$ cat src/rtl/ccff_chain_loader_pkg.sv
// Shared types, CRC constants and the bit-serial CRC-16-CCITT step for the ccff chain loader.
// VERIFY state exists only when CCFF_LOADER_VERIFY_EN is defined.
package ccff_loader_pkg;

  typedef enum logic [2:0] {
    ST_IDLE  = 3'd0,
    ST_FETCH = 3'd1,
    ST_SHIFT = 3'd2,
`ifdef CCFF_LOADER_VERIFY_EN
    ST_VERIFY = 3'd3,
`endif
    ST_DONE  = 3'd4
  } ldr_state_e;

  localparam logic [15:0] CRC_POLY = 16'h1021;
  localparam logic [15:0] CRC_INIT = 16'hFFFF;

  // One MSB-first CRC-16-CCITT step over a single input bit.
  function automatic logic [15:0] crc16_step(input logic [15:0] crc, input logic din);
    logic fb;
    fb = crc[15] ^ din;
    return fb ? ({crc[14:0], 1'b0} ^ CRC_POLY) : {crc[14:0], 1'b0};
  endfunction

endpackage

$ cat src/rtl/ccff_chain_loader_if.sv
// Bitstream word stream (valid/ready) between the configuration front-end and the chain loader.
interface ccff_chain_loader_if #(
  parameter int WORD_W = 32
);
  logic              bs_valid;
  logic              bs_ready;
  logic [WORD_W-1:0] bs_data;

  modport master (output bs_valid, output bs_data, input bs_ready);
  modport slave  (input bs_valid, input bs_data, output bs_ready);
endinterface

$ cat src/rtl/ccff_chain_loader_crc16.sv
// Bit-serial CRC-16-CCITT register with synchronous clear and per-bit enable.
module ccff_crc16_serial
  import ccff_loader_pkg::*;
(
  input  logic        clk,
  input  logic        rst_n,
  input  logic        clr,
  input  logic        en,
  input  logic        din,
  output logic [15:0] crc
);

  logic [15:0] crc_q, crc_d;

  always_comb begin
    crc_d = crc_q;
    if (clr) begin
      crc_d = CRC_INIT;
    end else if (en) begin
      crc_d = crc16_step(crc_q, din);
    end
  end

  always_ff @(posedge clk or negedge rst_n) begin
    if (!rst_n) begin
      crc_q <= CRC_INIT;
    end else begin
      crc_q <= crc_d;
    end
  end

  assign crc = crc_q;

endmodule

$ cat src/rtl/ccff_chain_loader.sv
// Serialises bitstream words onto the ccff chain head, gating prog_clk via chain_clk_en.
// Optional read-back CRC check through the chain tail when CCFF_LOADER_VERIFY_EN is defined.
module ccff_chain_loader
  import ccff_loader_pkg::*;
#(
  parameter int CHAIN_LEN = 2048,
  parameter int WORD_W    = 32
) (
  input  logic                prog_clk,
  input  logic                prog_rst_n,
  input  logic                start,
  input  logic                abort,
  ccff_chain_loader_if.slave  bs,
  output logic                ccff_head,
  input  logic                ccff_tail,
  output logic                chain_clk_en,
  output logic                busy,
  output logic                done,
  output logic                err
);

  localparam int CNT_W  = $clog2(CHAIN_LEN + 1);
  localparam int WBIT_W = $clog2(WORD_W);

  localparam logic [CNT_W-1:0]  CNT_LAST  = CNT_W'(CHAIN_LEN - 1);
  localparam logic [CNT_W-1:0]  CNT_ONE   = CNT_W'(1);
  localparam logic [WBIT_W-1:0] WBIT_LAST = WBIT_W'(WORD_W - 1);
  localparam logic [WBIT_W-1:0] WBIT_ONE  = WBIT_W'(1);

  ldr_state_e        state_q, state_d;
  logic [CNT_W-1:0]  bitcnt_q, bitcnt_d;
  logic [WBIT_W-1:0] wbit_q, wbit_d;
  logic              err_q, err_d;
  logic [WORD_W-1:0] sreg_q, sreg_d;

`ifdef CCFF_LOADER_VERIFY_EN
  logic        crc_clr;
  logic        crc_ld_en;
  logic        crc_rb_en;
  logic [15:0] crc_ld;
  logic [15:0] crc_rb;
`else
  logic unused_tail;
  assign unused_tail = ccff_tail;
`endif

  always_comb begin
    state_d  = state_q;
    bitcnt_d = bitcnt_q;
    wbit_d   = wbit_q;
    err_d    = err_q;
    sreg_d   = sreg_q;
`ifdef CCFF_LOADER_VERIFY_EN
    crc_clr   = 1'b0;
    crc_ld_en = 1'b0;
    crc_rb_en = 1'b0;
`endif
    unique case (state_q)
      ST_IDLE: begin
        if (start && !abort) begin
          bitcnt_d = '0;
          err_d    = 1'b0;
          state_d  = ST_FETCH;
`ifdef CCFF_LOADER_VERIFY_EN
          crc_clr  = 1'b1;
`endif
        end
      end
      ST_FETCH: begin
        if (bs.bs_valid) begin
          sreg_d  = bs.bs_data;
          wbit_d  = WBIT_LAST;
          state_d = ST_SHIFT;
        end
      end
      ST_SHIFT: begin
        sreg_d   = {sreg_q[WORD_W-2:0], 1'b0};
        bitcnt_d = bitcnt_q + CNT_ONE;
        wbit_d   = wbit_q - WBIT_ONE;
`ifdef CCFF_LOADER_VERIFY_EN
        crc_ld_en = 1'b1;
`endif
        // Chain length wins over word boundary: leftover low bits of the last word are dropped.
        if (bitcnt_q == CNT_LAST) begin
`ifdef CCFF_LOADER_VERIFY_EN
          bitcnt_d = '0;
          state_d  = ST_VERIFY;
`else
          state_d  = ST_DONE;
`endif
        end else if (wbit_q == '0) begin
          state_d = ST_FETCH;
        end
      end
`ifdef CCFF_LOADER_VERIFY_EN
      ST_VERIFY: begin
        bitcnt_d  = bitcnt_q + CNT_ONE;
        crc_rb_en = 1'b1;
        // Compare against the read-back CRC including this cycle's tail bit.
        if (bitcnt_q == CNT_LAST) begin
          state_d = ST_DONE;
          if (crc16_step(crc_rb, ccff_tail) != crc_ld) begin
            err_d = 1'b1;
          end
        end
      end
`endif
      ST_DONE: begin
        state_d = ST_IDLE;
      end
      default: begin
        state_d = ST_IDLE;
      end
    endcase

    if (abort && (state_q != ST_IDLE)) begin
      state_d = ST_IDLE;
      err_d   = 1'b1;
    end
  end

  always_ff @(posedge prog_clk or negedge prog_rst_n) begin
    if (!prog_rst_n) begin
      state_q  <= ST_IDLE;
      bitcnt_q <= '0;
      wbit_q   <= '0;
      err_q    <= 1'b0;
    end else begin
      state_q  <= state_d;
      bitcnt_q <= bitcnt_d;
      wbit_q   <= wbit_d;
      err_q    <= err_d;
    end
  end

  always_ff @(posedge prog_clk) begin
    sreg_q <= sreg_d;
  end

`ifdef CCFF_LOADER_VERIFY_EN
  ccff_crc16_serial u_crc_ld (
    .clk   (prog_clk),
    .rst_n (prog_rst_n),
    .clr   (crc_clr),
    .en    (crc_ld_en),
    .din   (ccff_head),
    .crc   (crc_ld)
  );

  ccff_crc16_serial u_crc_rb (
    .clk   (prog_clk),
    .rst_n (prog_rst_n),
    .clr   (crc_clr),
    .en    (crc_rb_en),
    .din   (ccff_tail),
    .crc   (crc_rb)
  );

  // Recirculating the tail back into the head keeps the loaded image intact during read-back.
  assign ccff_head    = (state_q == ST_SHIFT)  ? sreg_q[WORD_W-1] :
                        (state_q == ST_VERIFY) ? ccff_tail : 1'b0;
  assign chain_clk_en = (state_q == ST_SHIFT) || (state_q == ST_VERIFY);
`else
  assign ccff_head    = (state_q == ST_SHIFT) ? sreg_q[WORD_W-1] : 1'b0;
  assign chain_clk_en = (state_q == ST_SHIFT);
`endif

  assign bs.bs_ready = (state_q == ST_FETCH);
  assign busy        = (state_q != ST_IDLE);
  assign done        = (state_q == ST_DONE);
  assign err         = err_q;

endmodule
$ cat src/flat_wrapper.sv
// flat-port wrapper written by rule: the top's interface ports become plain ports
module ccff_chain_loader_flat import ccff_loader_pkg::*;
#(
  parameter int CHAIN_LEN = 2048,
  parameter int WORD_W    = 32
)
  (prog_clk, prog_rst_n, start, abort, ccff_head, ccff_tail, chain_clk_en, busy, done, err, bs_bs_valid, bs_bs_data, bs_bs_ready);
  ccff_chain_loader_if #(.WORD_W(WORD_W)) bs_i ();
  input  logic prog_clk;
  input  logic prog_rst_n;
  input  logic start;
  input  logic abort;
  output logic ccff_head;
  input  logic ccff_tail;
  output logic chain_clk_en;
  output logic busy;
  output logic done;
  output logic err;
  input wire logic [$bits(bs_i.bs_valid)-1:0] bs_bs_valid;
  input wire logic [$bits(bs_i.bs_data)-1:0] bs_bs_data;
  output wire logic [$bits(bs_i.bs_ready)-1:0] bs_bs_ready;
  assign bs_i.bs_valid = bs_bs_valid;
  assign bs_i.bs_data = bs_bs_data;
  assign bs_bs_ready = bs_i.bs_ready;
  ccff_chain_loader #(.CHAIN_LEN(CHAIN_LEN), .WORD_W(WORD_W)) u_core (.prog_clk(prog_clk), .prog_rst_n(prog_rst_n), .start(start), .abort(abort), .bs(bs_i), .ccff_head(ccff_head), .ccff_tail(ccff_tail), .chain_clk_en(chain_clk_en), .busy(busy), .done(done), .err(err));
endmodule
$ cat config.mk
export PLATFORM = sky130hd
export DESIGN_NAME = ccff_chain_loader_flat
export DESIGN_NICKNAME = d
export VERILOG_FILES = /design/src/rtl/ccff_chain_loader_pkg.sv /design/src/rtl/ccff_chain_loader_if.sv /design/src/rtl/ccff_chain_loader_crc16.sv /design/src/rtl/ccff_chain_loader.sv /design/src/flat_wrapper.sv
export SDC_FILE = /design/constraint.sdc
export NUM_CORES = 1
export LEC_CHECK = 0
export BUFFER_PORTS_ARGS = -buffer_cell sky130_fd_sc_hd__buf_2
export CORE_MARGIN = 8
export CORE_UTILIZATION = 55
export CTS_CLUSTER_DIAMETER = 60
export DETAILED_ROUTE_END_ITERATION = 8
export PLACE_DENSITY = 0.85
export SYNTH_ARGS = -nofsm -noshare
export SYNTH_HDL_FRONTEND = slang
export SYNTH_SLANG_ARGS = --single-unit
$ cat constraint.sdc
create_clock -name prog_clk -period 3.8 [get_ports prog_clk]
set_input_delay 0.19 -clock prog_clk [delete_from_list [all_inputs] [get_ports prog_clk]]
set_output_delay 0.19 -clock prog_clk [all_outputs]
set_load 0.02 [all_outputs]
==> impl_metrics.csv, run 1 <==
group,metric,value,unit
status,status,"completed",
clock_tree,cts.path.max_buffers,2,
timing,tns,0,ns
yosys,ys_ff_latch,53,
floorplan,fp.dieH,82.69,µm
clock_tree,clkTransAtPathRegs,0.09,ns
cells_and_area,area_growth,14.22,%
drt,drc,0,
floorplan,rows,24,
global_route,grt_pass1_vias,1779,
yosys,async_reset_ff_share,39.62,%
yosys,synth-main-ff-cell,"edfxtp_1",
global_route,antenna_found_initial,0,
critical_path,crit_path_start_kind,"flip-flop",
timing,period_needed,2.306,ns
yosys,synth_cells,252,
place,numPortBuffers,42,
clock_tree,worstSkewPairLatency,0.30,ns
floorplan,dieArea,6838,µm²
global_route,grt_max_degree,47,
clock_tree,cts_root_buffer,"clkbuf_8",
drt,drtAntennaViolNets,0,
global_route,grt_remaining_overflow,0,
timing,rsz0062_at_grt,"false",
drt,via_count,1833,
critical_path,critPathKind,"reg2out",
timing,clock_skew,0.01392,ns
yosys,synth.yosys.seq_area_share,60.77,%
yosys,synthTopCellsByCount,"nand2_1, edfxtp_1, dfrtp_1",
timing,finalSetupViolations,0,
timing,slew_headroom,26.44,%
critical_path,crit_fanout,46,
place,hpwlAfterDp,3353,µm
drt,first_pass_iters,4,
yosys,synth_top_area_cell,"edfxtp_1",
yosys,synth_area,2446,µm²
yosys,syn-num-nets,292,
clock_tree,numCtsBuffers,5,
cells_and_area,layout-drive-gt1-share,18.37,%
yosys,synth_cell_types,35,
clock_tree,cts_tree,"yes",
clock_tree,cts_sinks,53,
floorplan,core_area,4324,µm²
critical_path,crit_arrival,2.12,ns
floorplan,io_pins,44,
pwr,irDropWorstVdd,0.0002687,V
yosys,yosysMostFrequentCell,"nand2_1",
drt,post_drt_via_cell_ratio,5.298,
timing,period_share,60.68,%
pwr,powerDensity,417.5,nW/µm²
cells_and_area,nFillCells,370,
yosys,synth_area_leaders,"edfxtp_1, dfrtp_1, nand2_1",
clock_tree,htree_levels,2,
drt,avgRoutedWirePerCell,14.12,µm
timing,hold_viol,0,
cells_and_area,fin_area,2794,µm²
timing,max_slew.worst_pin.slew,1.101,ns
floorplan,die_w,82.69,µm
pwr,p_leak,1.269,nW
place,place_area,2700,µm²
cells_and_area,antennaDiodeCount,0,
hold_path,holdCritPathClass,"in2reg",
global_route,grt_pass1_wl,8059,µm
place,gp_congestion,0.7549,
floorplan,initial_core_util,56.57,%
yosys,syn_area_per_cell,9.707,µm²
cells_and_area,final_net_count,333,
timing,slew_viol_final,0,
yosys,ys.warnings.count,0,
drt,drt-total-wl,4884,µm
clock_tree,cts_setup_buffers,0,
yosys,synth_edf_count,32,
critical_path,cp-end-kind,"primary output",
global_route,grt.total_usage,15.24,%
timing,fmax,0.4337,GHz
critical_path,required,3.61,ns
run,drv_cap,0,
drt,initialDrtViolationCount,135,
yosys,synth_top_area_share,39.28,%
[final timing paths]
| check | startpoint | endpoint | slack [ns] | depth (start not counted) |
|---|---|---|---|---|
| setup reg to reg | u_core.state_q[0] | u_core.bitcnt_q[3] | 1.54 | 6 |
| hold reg to reg | u_core.bitcnt_q[10] | u_core.bitcnt_q[10] | 0.49 | 1 |
| min in group asynchronous | prog_rst_n | u_core.state_q[2] | 0.37 | 2 |
| hold / removal | abort | u_core.state_q[2] | 0.14 | 2 |
| max in group asynchronous | prog_rst_n | u_core.bitcnt_q[3] | 3.10 | 2 |
| setup / recovery | u_core.state_q[0] | ccff_head | 1.49 | 5 |
[logic make-up after synthesis]
family / after synthesis / synth area share [%]
and+or+nand+nor: 149 / 26.34
DFF: 53 / 60.77
AOI/OAI and AO/OA: 26 / 6.394
buffers and inverters: 15 / 2.609
muxes: 6 / 2.506
adders and majority gates: 2 / 1.023
xor gates and xnor gates: 1 / 0.3581
[repair_timing]
item | CTS | global route
hold buffers | 1 | 0
hold endpoints to repair | 21 | 0
resized for setup | 0 | 0
endpoints found under the setup margin | 0 | 0
[cells in the final DEF, fill, tap and decap left out, types with 2 or more instances in the layout]
cell type	n
a21oi_1	5
a31oi_1	2
and2_1	6
and3_1	3
buf_2	42
clkbuf_8	5
dfrtp_1	21
edfxtp_1	32
ha_1	2
inv_1	4
mux2i_1	5
nand2_1	109
nand3_1	5
nand4_1	4
nor2_1	11
o21ai_0	12
or3_1	2
[critical path: stages, from the launching register on]
cell,delay [ns]
dfrtp_1,0.50
or3b_1,0.16
buf_4,0.36
clkinv_4,0.36
and2_1,0.27
buf_2,0.15
[where the power goes]
part	internal, mW	leakage, nW	switching, mW
sequential	0.675	0.562	0.0349
clock	0.128	0.0388	0.172
combinational	0.0607	0.668	0.0961
[final cells by class]
class	count	area (µm²)	share of cell area (%)
clock buffers	6	72.57	2.597
clock inverters	2	11.26	0.4030
inverters	5	23.77	0.8509
multi-input cells	184	907.1	32.47
flip-flops and latches	53	1486	53.20
well taps	52	65.06	2.329
repair buffers	44	227.7	8.150
[through the flow]
stage / hold WS, ns / setup WS (ns) / std cells / util [%] / power (mW)
detailed placement: 0.1689 / 1.532 / 337 / 62.44 / 0.8795
global placement: 0.1703 / 1.627 / 337 / 62.44 / 0.8676
floorplan: -0.1056 / 0.8161 / 252 / - / 0.8189
finish: 0.1431 / 1.494 / 346 / 64.61 / 1.167
CTS: 0.1392 / 1.458 / 346 / 64.61 / 1.175
global route: 0.1333 / 1.258 / 346 / 64.61 / 1.234
[state kept, by name, summed over array words and instances (netlist names)]
signal	count
u_core.err	1
u_core.bitcnt_q	12
u_core.sreg_q	32
u_core.wbit_q	5
u_core.state_q	3
[routing by layer]
layer | global-route usage, % | up-vias | part of all wire [%]
li1 | - | 934 | -
met1 | 19.23 | 863 | 43
met2 | 25.25 | 32 | 51
met3 | 3.680 | 4 | 4.0
met4 | 4.655 | 0 | 1.1
met5 | 0 | - | 0
(Power assumes the default switching activity.)
==> run 2, diff against run 1 <==
Settings changed: ABC_AREA set to 1, CORE_UTILIZATION 55 to 50, PLACE_DENSITY 0.85 to 0.81.
Clock period 3.8 ns to 1.9 ns, I/O delays scaled along.
==> run 2 against run 1 <==
Against the previous run: clock power is 110% higher; sequential cell count did not move; first-iteration DRC count fell by 29%; critical endpoint unchanged; largest cell class unchanged.
==> impl_metrics.csv, run 2 <==
group,metric,value,unit
status,status,"completed",
run,drv_cap,0,
cells_and_area,final_common_cell,"nand2_1",
global_route,grt_pass1_vias,1892,
timing,slew_headroom,69.53,%
floorplan,rows,26,
drt,via_count,1948,
yosys,synth_edf_count,32,
critical_path,crit_slowest_cell,"dfrtp_1",
floorplan,core_area,4977,µm²
timing,hold_viol,0,
drt,drc,0,
critical_path,crit_fanout,41,
clock_tree,cts_tree,"yes",
timing,clock_skew,0.006452,ns
critical_path,crit_arrival,1.51,ns
cells_and_area,area_growth,15.49,%
clock_tree,htree_levels,2,
timing,rsz0062_at_grt,"false",
pwr,irDropWorstVdd,0.0005977,V
place,numPortBuffers,42,
timing,max_slew.worst_pin.slew,0.4571,ns
global_route,antenna_found_initial,0,
yosys,async_reset_ff_share,39.62,%
yosys,synthTopCellsByCount,"nand2_1, edfxtp_1, inv_1",
hold_path,hold_end,"u_core.sreg_q[14]",
global_route,grt_max_degree,42,
drt,first_pass_iters,4,
floorplan,initial_core_util,50.80,%
yosys,syn_area_per_cell,8.811,µm²
drt,drt-total-wl,4999,µm
clock_tree,clkTransAtPathRegs,0.09,ns
critical_path,rrSetupSlack,0.40,ns
yosys,ys_ff_latch,53,
timing,period_needed,1.604,ns
yosys,synth_top_area_cell,"edfxtp_1",
hold_path,min_from,"bs_bs_data[14]",
yosys,ys.warnings.count,0,
critical_path,critPathKind,"reg2out",
floorplan,fp.dieH,87.12,µm
yosys,syn-num-nets,327,
timing,fmax,0.6236,GHz
yosys,synth_area_leaders,"edfxtp_1, dfrtp_1, nand2_1",
timing,tns,0,ns
clock_tree,ctsResizeCount,0,
floorplan,die_w,87.12,µm
critical_path,cp-end-kind,"primary output",
critical_path,required,1.80,ns
cells_and_area,layout_common_cells,"nand2_1, buf_2, edfxtp_1, inv_1, dfrtp_1",
critical_path,crit_chain,"inv_2 -> nand3_4 -> buf_4 -> nor2_1 -> buf_2",
clock_tree,cts_sinks,53,
hold_path,holdCritPathClass,"in2reg",
cells_and_area,largest_reg_flops,32,
timing,finalSetupViolations,0,
pwr,p_leak,1.378,nW
place,hpwlAfterDp,3407,µm
critical_path,r2r.worst_path.cells,7,
yosys,synth_cells,287,
timing,period_share,84.40,%
global_route,grt_remaining_overflow,0,
yosys,synth_top_area_share,38.00,%
yosys,yosysMostFrequentCell,"nand2_1",
hold_path,whs_path_depth,3,
cells_and_area,largest_register,"u_core.sreg_q",
global_route,grt.total_usage,13.95,%
critical_path,reg2reg_from,"u_core.state_q[1]",
drt,drtAntennaViolNets,0,
critical_path,rr_endpoint,"u_core.wbit_q[4]",
yosys,synth-main-ff-cell,"edfxtp_1",
pwr,powerDensity,1222,nW/µm²
cells_and_area,top_regs,"u_core.sreg_q (32), u_core.bitcnt_q (12), u_core.wbit_q (5)",
yosys,synth_area,2529,µm²
yosys,synth.yosys.seq_area_share,58.78,%
cells_and_area,layout-drive-gt1-share,19.16,%
cells_and_area,antennaDiodeCount,0,
place,gp_congestion,0.8496,
timing,slew_viol_final,0,
floorplan,dieArea,7589,µm²
clock_tree,numCtsBuffers,5,
critical_path,max_stage_delay,0.42,ns
place,place_inst,394,
drt,initialDrtViolationCount,96,
critical_path,crit_path_start_kind,"flip-flop",
clock_tree,worstSkewPairLatency,0.30,ns
drt,avgRoutedWirePerCell,12.37,µm
drt,post_drt_via_cell_ratio,4.822,
yosys,synth_cell_types,27,
cells_and_area,final_net_count,373,
floorplan,io_pins,44,
global_route,grt_pass1_wl,8362,µm
clock_tree,cts.path.max_buffers,2,
clock_tree,cts_root_buffer,"clkbuf_8",
cells_and_area,fin_cells,404,
==> run 2: cell count changes after synthesis, sizes merged, moves of 6 or more <==
cell	before	now
inv	4	27
nand2	109	130
nand3	5	14
clkbuf	8	0
nor2	11	18
and2	6	0
buf	2	8
==> run 2: worst max-delay path, delay by kind of cell, from the launching register on <==
family,cells,cell delay [ns]
flip-flops,1,0.42
AND/OR/NAND/NOR,2,0.22
buffers and inverters,3,0.56
==> run 2: layer usage <==
metal  global-route usage [%]  routed length, µm  vias to the layer above
met5                        0                  0                        -
met4                    5.781                 90                        0
met3                    3.774                245                       11
met2                    23.73               2438                       33
met1                    16.13               2224                      887
li1                         -                  -                     1017
==> run 2: per-stage QoR <==
| step | worst slack [ns] | power (mW) | util, % | instance area (µm²) | hold slack [ns] |
|---|---|---|---|---|---|
| after detailed placement | 0.4017 | 2.955 | 56.46 | 2810 | 0.07715 |
| final | 0.2965 | 3.568 | 58.67 | 2920 | 0.05867 |
| after global placement | 0.4246 | 2.902 | 56.46 | 2810 | 0.07489 |
| after floorplan | 0.1619 | 2.629 | - | 2529 | -0.2006 |
| after CTS | 0.2763 | 3.599 | 58.67 | 2920 | 0.05246 |
| after global routing | 0.1745 | 3.809 | 58.67 | 2920 | 0.05921 |
==> run 2: where the power goes <==
group          internal [mW]  total (mW)  switching (mW)  leakage, nW
Combinational          0.353        1.11           0.756        0.770
Clock                  0.298       0.639           0.342       0.0455
Sequential              1.68        1.82           0.143        0.563
==> run 2: repair_timing <==
item	CTS	global route
endpoints found under the hold margin	22	0
buffers inserted	0	0
hold buffers	2	0
==> run 2: worst max path at each step <==
stage | start | to | slack [ns] | cells after the start
3_3_place_gp | u_core.state_q[1] | u_core.wbit_q[4] | 0.42 | 7
5_1_grt | u_core.state_q[0] | ccff_head | 0.17 | 5
4_1_cts | u_core.state_q[0] | ccff_head | 0.28 | 5
6_report | u_core.state_q[0] | ccff_head | 0.30 | 5
2_1_floorplan | u_core.state_q[1] | u_core.wbit_q[4] | 0.16 | 6
3_5_place_dp | u_core.state_q[1] | u_core.wbit_q[4] | 0.40 | 7
==> run 2: kinds of logic (layout without fill, tap and decap cells) <==
| kind of cell | count (synthesis) | count (layout) | synth area share, % |
|---|---|---|---|
| adder cells (fa/ha/maj) | 2 | 2 | 0.9895 |
| flip-flops | 53 | 53 | 58.78 |
| buffers and inverters | 35 | 82 | 6.135 |
| AO/OA/AOI/OAI | 27 | 27 | 6.235 |
| AND/OR/NAND/NOR | 170 | 170 | 27.86 |
==> run 2: cell type report <==
class                   instances  area [µm²]
clock buffers                   8       90.09
fillers                       461        2057
inverters                      27       103.9
multi-input cells             199       887.1
flip-flops and latches         53        1486
well taps                      70       87.58
repair buffers                 47       265.3
==> run 3, diff against run 2 <==
Settings changed: CORE_UTILIZATION 50 to 55, PLACE_DENSITY 0.81 to 0.85.
Clock period 1.9 ns to 1.5 ns, I/O delays scaled along.
==> run 3 against run 2 <==
Against the previous run: core utilization up 10 points; register-to-register slack worse by 0.33 ns; critical endpoint unchanged; final cell count fell by 2.0%; sequential power up 27%; setup slack got worse by 0.27 ns; design area increased by 3.5%; die area shrank 7.5%; clock power up 25%; via count increased by 3.7%; critical path depth stayed put.
==> impl_metrics.csv, run 3 (synthesis results as in run 2) <==
group,metric,value,unit
status,status,"completed",
pwr,seq_power_share,48.4,%
critical_path,rr_endpoint,"u_core.wbit_q[4]",
timing,rsz0062_at_grt,"true",
drt,post_drt_via_cell_ratio,5.104,
cells_and_area,area_growth,19.54,%
critical_path,critPathKind,"reg2out",
global_route,grt_remaining_overflow,0,
floorplan,rows,24,
global_route,grt.total_usage,15.27,%
place,numPortBuffers,42,
clock_tree,numCtsBuffers,5,
global_route,grt_pass1_wl,9025,µm
drt,first_pass_iters,4,
cells_and_area,layout-drive-gt1-share,22.38,%
hold_path,min_from,"bs_bs_data[18]",
timing,tns,0,ns
critical_path,crit_slowest_cell,"dfrtp_1",
drt,drc,0,
critical_path,required,1.42,ns
pwr,power_frac_comb,34.8,%
critical_path,r2r.worst_path.cells,7,
timing,period_share,98.35,%
floorplan,io_pins,44,
pwr,switching_share,35.53,%
timing,hold_ws,0.02614,ns
place,gp_congestion,0.8561,
timing,fmax,0.6778,GHz
hold_path,whs_path_depth,3,
cells_and_area,nFillCells,332,
critical_path,cp-end-kind,"primary output",
clock_tree,worstSkewPairLatency,0.31,ns
drt,avgRoutedWirePerCell,13.50,µm
cells_and_area,final_net_count,383,
drt,drt-total-wl,5346,µm
drt,initialDrtViolationCount,162,
hold_path,hold_end,"u_core.sreg_q[18]",
place,hpwlAfterDp,3626,µm
cells_and_area,antennaDiodeCount,0,
clock_tree,cts.path.max_buffers,2,
pwr,p_leak,1.440,nW
pwr,powerDensity,1577,nW/µm²
clock_tree,clkTransAtPathRegs,0.10,ns
floorplan,fp.dieH,83.81,µm
floorplan,core_area,4384,µm²
cells_and_area,fin_cells,396,
critical_path,crit_arrival,1.40,ns
clock_tree,cts_sinks,53,
pwr,power.internal,3.074,mW
cells_and_area,final_common_cell,"nand2_1",
clock_tree,cts_tree,"yes",
cells_and_area,top_regs,"u_core.sreg_q (32), u_core.bitcnt_q (12), u_core.wbit_q (5)",
timing,clock_skew,0.01208,ns
pwr,p_clk_share,16.8,%
timing,hold_viol,0,
timing,max_slew.worst_pin.slew,0.4723,ns
floorplan,die_w,83.81,µm
pwr,power_switching,1.694,mW
place,place_inst,381,
clock_tree,htree_levels,2,
critical_path,crit_fanout,8,
timing,period_needed,1.475,ns
critical_path,max_stage_delay,0.43,ns
critical_path,crit_buf_inv,3,
cells_and_area,largest_reg_flops,32,
run,drv_cap,0,
pwr,irDropWorstVdd,0.0007221,V
cells_and_area,layout_common_cells,"nand2_1, buf_2, edfxtp_1, inv_1, dfrtp_1",
global_route,grt_pass1_vias,2065,
cells_and_area,finish.utilization,68.95,%
drt,via_count,2021,
floorplan,initial_core_util,57.68,%
timing,slew_viol_final,0,
cells_and_area,largest_register,"u_core.sreg_q",
hold_path,holdCritPathClass,"in2reg",
critical_path,cp_top_family,"flip-flops",
drt,drtAntennaViolNets,0,
clock_tree,cts_root_buffer,"clkbuf_8",
global_route,grt_max_degree,37,
critical_path,rrSetupSlack,0.07,ns
critical_path,crit_path_start_kind,"flip-flop",
floorplan,dieArea,7023,µm²
timing,finalSetupViolations,0,
critical_path,reg2reg_from,"u_core.state_q[1]",
timing,slew_headroom,68.51,%
critical_path,crit_chain,"inv_2 -> nand3_4 -> buf_8 -> nor2_1 -> buf_4",
critical_path,startpoint,"u_core.state_q[2]",
global_route,antenna_found_initial,0,
-- run 3: cell types whose count changed in the layout (fill, tap and decap cells not counted), sizes merged --
cell / before / now
clkbuf: 8 / 6
buf: 45 / 54
clkinv: 0 / 3
-- run 3: worst register-to-register path: stages, from the launching register on --
cell and delay [ns]:
dfrtp_2 0.46, nor2_4 0.14, nand2_2 0.09, o21ai_4 0.21
buf_12 0.20, inv_2 0.06, o21ai_2 0.10, nand2_1 0.06
-- run 3: area by class of cell --
cell class | count | area (µm²) | area share (%)
well taps | 52 | 65.06 | 2.152
clock inverters | 3 | 17.52 | 0.5795
clock buffers | 5 | 68.82 | 2.276
repair buffers | 57 | 380.4 | 12.58
multi-input cells | 199 | 894.6 | 29.59
inverters | 27 | 108.9 | 3.601
flip-flops and latches | 53 | 1488 | 49.21
-- run 3: through the flow --
| stage | setup WS [ns] | area (µm²) | power, mW |
|---|---|---|---|
| after floorplan | -0.1879 | 2536 | 3.343 |
| after global placement | 0.1083 | 2845 | 3.751 |
| after detailed placement | 0.06153 | 2845 | 3.827 |
| after CTS | 0.02579 | 2973 | 4.638 |
| after global routing | -0.03077 | 3023 | 5.080 |
| final | 0.02469 | 3023 | 4.768 |
-- run 3: repair_timing --
item | in CTS | in global routing
pin swaps | 1 | 1
endpoints found under the setup margin | 2 | 4
gates resized for setup | 2 | 5
hold buffers | 2 | 0
endpoints found under the hold margin | 22 | 0
buffers inserted | 2 | 2
gates cloned | 0 | 1
-- run 3: power groups by stage --
stage | logic [mW] | registers, mW | clock network [mW]
finish | 1.66 | 2.31 | 0.800
global route | 1.85 | 2.36 | 0.870
CTS | 1.54 | 2.30 | 0.799
detailed placement | 1.50 | 2.33 | 0
global placement | 1.44 | 2.31 | 0
floorplan | 1.02 | 2.32 | 0
-- run 3: worst max path at each step --
stage                        to  slack, ns  cells past startpoint
2_1_floorplan  u_core.wbit_q[4]      -0.19                      6
3_3_place_gp   u_core.wbit_q[4]       0.11                      7
5_1_grt        u_core.wbit_q[3]      -0.03                      7
3_5_place_dp   u_core.wbit_q[4]       0.06                      7
4_1_cts               ccff_head       0.03                      5
6_report              ccff_head       0.02                      5
-- run 3: metal layers --
metal / global-route usage [%] / routed length [µm] / share of wire [%]
met5: 0 / 0 / 0
met3: 3.906 / 252 / 4.7
met1: 17.77 / 2261 / 42
met2: 25.82 / 2744 / 51
met4: 6.593 / 87 / 1.6
